File: config.mk
export PLATFORM = sky130hd
export DESIGN_NAME = mem_arbiter
export DESIGN_NICKNAME = d
export VERILOG_FILES = /design/src/rtl/mem_arbiter_pkg.sv /design/src/rtl/mem_arbiter_streak_counter.sv /design/src/rtl/mem_arbiter.sv
export SDC_FILE = /design/constraint.sdc
export NUM_CORES = 1
export LEC_CHECK = 0
export ABC_AREA = 1
export CAP_MARGIN = 20
export CELL_PAD_IN_SITES_DETAIL_PLACEMENT = 1
export CELL_PAD_IN_SITES_GLOBAL_PLACEMENT = 2
export CORE_MARGIN = 8
export CORE_UTILIZATION = 10
export CTS_BUF_LIST = sky130_fd_sc_hd__clkbuf_16
export DETAILED_ROUTE_END_ITERATION = 10
export PLACE_DENSITY_LB_ADDON = 0.1
export SLEW_MARGIN = 10
export SYNTH_ARGS = -nofsm -noshare
export SYNTH_HDL_FRONTEND = slang
export SYNTH_SLANG_ARGS = --single-unit
File: constraint.sdc
create_clock -name clk_i -period 3.4 [get_ports clk_i]
set_input_delay 0.68 -clock clk_i [delete_from_list [all_inputs] [get_ports clk_i]]
set_output_delay 0.68 -clock clk_i [all_outputs]
set_load 0.01 [all_outputs]
File: src/rtl/mem_arbiter_pkg.sv
// mem_arbiter_pkg: owner encodings and sizing helper shared by the arbiter files
package mem_arbiter_pkg;
    localparam logic [1:0] OWN_NONE = 2'd0;
    localparam logic [1:0] OWN_IF   = 2'd1;
    localparam logic [1:0] OWN_DM   = 2'd2;
    function automatic int unsigned streak_width(input int unsigned max_streak);
        return (max_streak < 2) ? 1 : $clog2(max_streak + 1);
    endfunction
endpackage

File: src/rtl/mem_arbiter_streak_counter.sv
// arb_streak_counter: counts consecutive contended DM grants and flags when IF must win
module arb_streak_counter
    import mem_arbiter_pkg::*;
#(
    parameter int unsigned MAX_DM_STREAK = 3
) (
    input  logic clk_i,
    input  logic rst_i,
    input  logic inc_i,
    input  logic clr_i,
    output logic force_if_o
);
    localparam int unsigned CW = streak_width(MAX_DM_STREAK);
    localparam logic [CW-1:0] MAX_C = CW'(MAX_DM_STREAK);
    logic [CW-1:0] streak_q, streak_d;
    // next count: clear wins, otherwise saturating increment on a contended DM grant
    always_comb begin
        streak_d = clr_i ? '0 : (inc_i && streak_q != MAX_C) ? streak_q + 1'b1 : streak_q;
    end
    // streak register
    always_ff @(posedge clk_i) begin
        if (rst_i) streak_q <= '0;
        else       streak_q <= streak_d;
    end
    assign force_if_o = (MAX_DM_STREAK != 0) && (streak_q == MAX_C);
endmodule

File: src/rtl/mem_arbiter.sv
// mem_arbiter: shares one single-port word RAM between fetch (IF) and load/store (DM)
module mem_arbiter
    import mem_arbiter_pkg::*;
#(
    parameter int unsigned ADDR_SIZE     = 10,
    parameter int unsigned WORD_SIZE     = 32,
    parameter int unsigned MAX_DM_STREAK = 3
) (
    input  logic                 clk_i,
    input  logic                 rst_i,
    input  logic                 if_req_i,
    input  logic [WORD_SIZE-1:0] if_addr_i,
    output logic                 if_gnt_o,
    output logic                 if_rvalid_o,
    output logic [WORD_SIZE-1:0] if_rdata_o,
    output logic                 stall_o,
    input  logic                 dm_req_i,
    input  logic                 dm_we_i,
    input  logic [WORD_SIZE-1:0] dm_addr_i,
    input  logic [WORD_SIZE-1:0] dm_wdata_i,
    output logic                 dm_gnt_o,
    output logic                 dm_rvalid_o,
    output logic [WORD_SIZE-1:0] dm_rdata_o,
    output logic                 mem_en_o,
    output logic                 mem_we_o,
    output logic [ADDR_SIZE-1:0] mem_addr_o,
    output logic [WORD_SIZE-1:0] mem_wdata_o,
    input  logic [WORD_SIZE-1:0] mem_rdata_i
);
    logic       force_if;
    logic [1:0] owner_q, owner_d;
    logic       unused_addr_hi;
    assign unused_addr_hi = ^{if_addr_i[WORD_SIZE-1:ADDR_SIZE], dm_addr_i[WORD_SIZE-1:ADDR_SIZE]};
    arb_streak_counter #(.MAX_DM_STREAK(MAX_DM_STREAK)) u_streak (
        .clk_i     (clk_i),
        .rst_i     (rst_i),
        .inc_i     (dm_gnt_o & if_req_i),
        .clr_i     (if_gnt_o | ~if_req_i),
        .force_if_o(force_if)
    );
    // grant selection and memory port drive; DM wins contention unless the streak forces IF
    always_comb begin
        if_gnt_o    = ~rst_i & if_req_i & (~dm_req_i | force_if);
        dm_gnt_o    = ~rst_i & dm_req_i & ~if_gnt_o;
        stall_o     = ~rst_i & if_req_i & ~if_gnt_o;
        mem_en_o    = if_gnt_o | dm_gnt_o;
        mem_we_o    = dm_gnt_o & dm_we_i;
        mem_addr_o  = dm_gnt_o ? dm_addr_i[ADDR_SIZE-1:0] : if_gnt_o ? if_addr_i[ADDR_SIZE-1:0] : '0;
        mem_wdata_o = dm_gnt_o ? dm_wdata_i : '0;
        owner_d     = if_gnt_o ? OWN_IF : (dm_gnt_o & ~dm_we_i) ? OWN_DM : OWN_NONE;
    end
    // remember who owns the read data returning next cycle
    always_ff @(posedge clk_i) begin
        if (rst_i) owner_q <= OWN_NONE;
        else       owner_q <= owner_d;
    end
    assign if_rvalid_o = ~rst_i & (owner_q == OWN_IF);
    assign dm_rvalid_o = ~rst_i & (owner_q == OWN_DM);
    assign if_rdata_o  = mem_rdata_i;
    assign dm_rdata_o  = mem_rdata_i;
endmodule
==> metrics.yaml <==
run_status:
  status: "completed"
pwr:
  netSwitchingPower_uw: 100
  power.density_cell_area_mw_per_mm2: 214
  p_clk_share_pct: 44.0
  cellInternalPower_uw: 314
  static_leakage_uw: 0.000910
  switching_share_pct: 24.2
  comb_power_share_pct: 44.0
  p_seq_share_pct: 12.0
  vdd_ir_drop_max_uv: 95.1
clock_tree:
  clock_tree.htree_level_count: 1
  clock_tree.buffer_depth: 2
  cts.sink_count: 4
  cts_root_buf: "sky130_fd_sc_hd__clkbuf_16"
  worst_setup_hold_path_clk_slew_ps: 30
  postCtsHoldBufs: 0
  cts_setup_buffers: 0
  tritoncts.num_buffers: 3
  insertion_delay_ps: 220
  tritoncts_clock_tree: "built"
  postCtsResizedCells: 0
timing:
  max-slew-margin-rel_pct: 87.6
  grt_setup_unrepaired: "no"
  worst_slack_setup_final_ps: 344
  timing.final.crit_share_pct: 89.9
  worst-slew-pin-transition_ps: 186
  fin_crit_ps: 3060
  final-max-slew-violation-count: 0
  fin_hold_ws_ps: 422
  finalSetupTns_ps: 0
  fmax_ghz: 0.327
  hold_viol_final: 0
  finalSetupViolations: 0
  timing.clock.skew_ps: 1.29
layout:
  post_route_cells_drive_above_1_share_pct: 5.06
  final-instance-count-excl-fill: 377
  antennaDiodeCount: 0
  utilization_of_the_core_after_routing_pct: 18.0
  syn2layout_area_growth_pct: 76.5
  nets: 373
min_path:
  min_path_type: "reg2reg"
  hold_path_end: "u_streak.streak_q[0]$_SDFFE_PP0P_"
  timing.hold.worst_path_depth: 1
  worstHoldStart: "u_streak.streak_q[0]$_SDFFE_PP0P_"
floorplan:
  placementRows: 38
  die_w_um: 121
  ios: 246
  die_height_um: 121
  fp.dieArea_mm2: 0.0145
  floorplan.initialDensity_pct: 10.2
  core_box_area_mm2: 0.0107
logic_synthesis:
  yosysWarningCount: 0
  synth_area_mm2: 0.00109
  synthCells: 194
  post_synth.cell_area_avg_um2: 5.64
  ys_top_cells_by_count: "sky130_fd_sc_hd__buf_4 (67), sky130_fd_sc_hd__inv_1 (42), sky130_fd_sc_hd__nor2_1 (38)"
  synth-seq-cells: 4
  synth.top_cell.area_share_pct: 46.0
  post_synth_edffs: 0
  synth.most_common_cell: "sky130_fd_sc_hd__buf_4"
  postSynth.topFlopCell: "sky130_fd_sc_hd__dfxtp_1"
  synth_seq_area_share_pct: 7.32
  async_reset_ff_share_pct: 0
  synth_top_cells_by_area: "sky130_fd_sc_hd__buf_4 (46%), sky130_fd_sc_hd__inv_1 (14%), sky130_fd_sc_hd__nor2_1 (13%)"
  post-synth-top-area-cell: "sky130_fd_sc_hd__buf_4"
  synthesis.nets: 328
  yosys.cell_types.count: 13
setup_path:
  setup.worst_path.start_class: "input pin"
  path_class: "in2out"
  worstPathArrival_ps: 2380
  crit_path_max_fanout: 35
  timing.reg2reg.worst_path_depth: 7
  req_time_crit_path_ps: 2720
  worstReg2RegEnd: "owner_q[1]$_SDFF_PP0_"
  regToRegStartpoint: "u_streak.streak_q[0]$_SDFFE_PP0P_"
  timing.reg2reg.setup_slack_ps: 2250
  cp-end-kind: "primary output"
route:
  drtAntennaViolNets: 0
  routed-via-count: 1154
  routedWlPerCell_um: 12.7
  drt_wl_total_um: 4790
  number_of_vias_per_cell: 3.06
  dr.pass1.iters: 4
  drt_iter0_markers: 35
  drt_drc_violations_left: 0
global_route:
  grt_start_max_net_pins: 36
  first_pass_grt_wire_length_um: 7020
  antenna_violations_before_repair: 0
  track_usage_pct: 6.09
  first_global_vias: 1246
  globalRouteOverflowTotal: 0
place:
  preCtsSetupSlack_ps: 288
  place.gp.congestion: 0.605
  input_output_buffers: 105
  dp_hpwl_um: 4060
  dpl_cells: 374
job:
  cap_viol_max_count: 0
-- state kept, by name, indices dropped and copies added, names as in the netlist --
signal and cells:
owner_q 2, u_streak.streak_q 2
-- power groups by stage --
| stage | clock network [uW] | logic [uW] | registers [uW] |
|---|---|---|---|
| floorplan | 0 | 131 | 50.0 |
| global placement | 0 | 187 | 50.1 |
| detailed placement | 0 | 186 | 50.1 |
| CTS | 185 | 187 | 49.5 |
| global route | 187 | 199 | 49.7 |
| finish | 182 | 182 | 49.5 |
-- area by class of cell --
cell class / count / area (um2)
clock buffer: 3 / 75.1
fill: 1339 / 8810
inverter: 42 / 158
multi-input combinational: 77 / 334
sequential: 4 / 80.1
tap: 140 / 175
timing repair buffer: 111 / 1110
-- metal layers --
layer	share of wire, %	track usage [%]	vias to the layer above
met3	14	3.36	22
met5	0	0	-
li1	-	-	581
met2	38	8.44	85
met4	4.7	4.37	0
met1	43	6.94	466
-- layout by cell type (no fill, tap or decap) --
cell type,n
sky130_fd_sc_hd__a21oi_1,1
sky130_fd_sc_hd__buf_12,1
sky130_fd_sc_hd__buf_4,5
sky130_fd_sc_hd__clkbuf_16,3
sky130_fd_sc_hd__clkdlybuf4s50_1,105
sky130_fd_sc_hd__dfxtp_1,4
sky130_fd_sc_hd__ha_1,1
sky130_fd_sc_hd__inv_1,42
sky130_fd_sc_hd__nand2_1,12
sky130_fd_sc_hd__nand2_2,2
sky130_fd_sc_hd__nand3_1,21
sky130_fd_sc_hd__nor2_1,38
sky130_fd_sc_hd__nor2_2,1
sky130_fd_sc_hd__nor3_1,1
-- logic make-up after synthesis --
kind of cell             count (synthesis)  share of synthesized area [%]
AND/OR/NAND/NOR                         75                           28.9
AO/OA/AOI/OAI                            1                          0.457
adder cells (fa/ha/maj)                  1                           1.14
flip-flops                               4                           7.32
buffers and inverters                  113                           62.1
-- through the flow --
step | total power [uW] | area (um2)
after floorplan | 181 | 1090
after global placement | 237 | 1860
after detailed placement | 236 | 1860
after CTS | 421 | 1930
after global routing | 436 | 1930
final | 414 | 1930
-- worst max-delay path by stage --
| stage | from | end | slack (ps) | cells past startpoint |
|---|---|---|---|---|
| 2_1_floorplan | if_req_i | mem_wdata_o[22] | 1430 | 6 |
| 3_3_place_gp | dm_req_i | mem_wdata_o[20] | 280 | 7 |
| 3_5_place_dp | dm_req_i | mem_wdata_o[20] | 290 | 7 |
| 4_1_cts | dm_req_i | mem_wdata_o[20] | 280 | 7 |
| 5_1_grt | dm_req_i | mem_wdata_o[20] | 240 | 7 |
| 6_report | dm_req_i | mem_wdata_o[20] | 340 | 7 |
-- worst max-delay path, cell delays in order --
cell,delay [ps]
sky130_fd_sc_hd__clkdlybuf4s50_1,510
sky130_fd_sc_hd__inv_1,60
sky130_fd_sc_hd__nor2_1,160
sky130_fd_sc_hd__nand2_2,90
sky130_fd_sc_hd__buf_12,170
sky130_fd_sc_hd__nor2_1,130
sky130_fd_sc_hd__clkdlybuf4s50_1,560
Note: power is estimated with default switching activity, not from simulation.
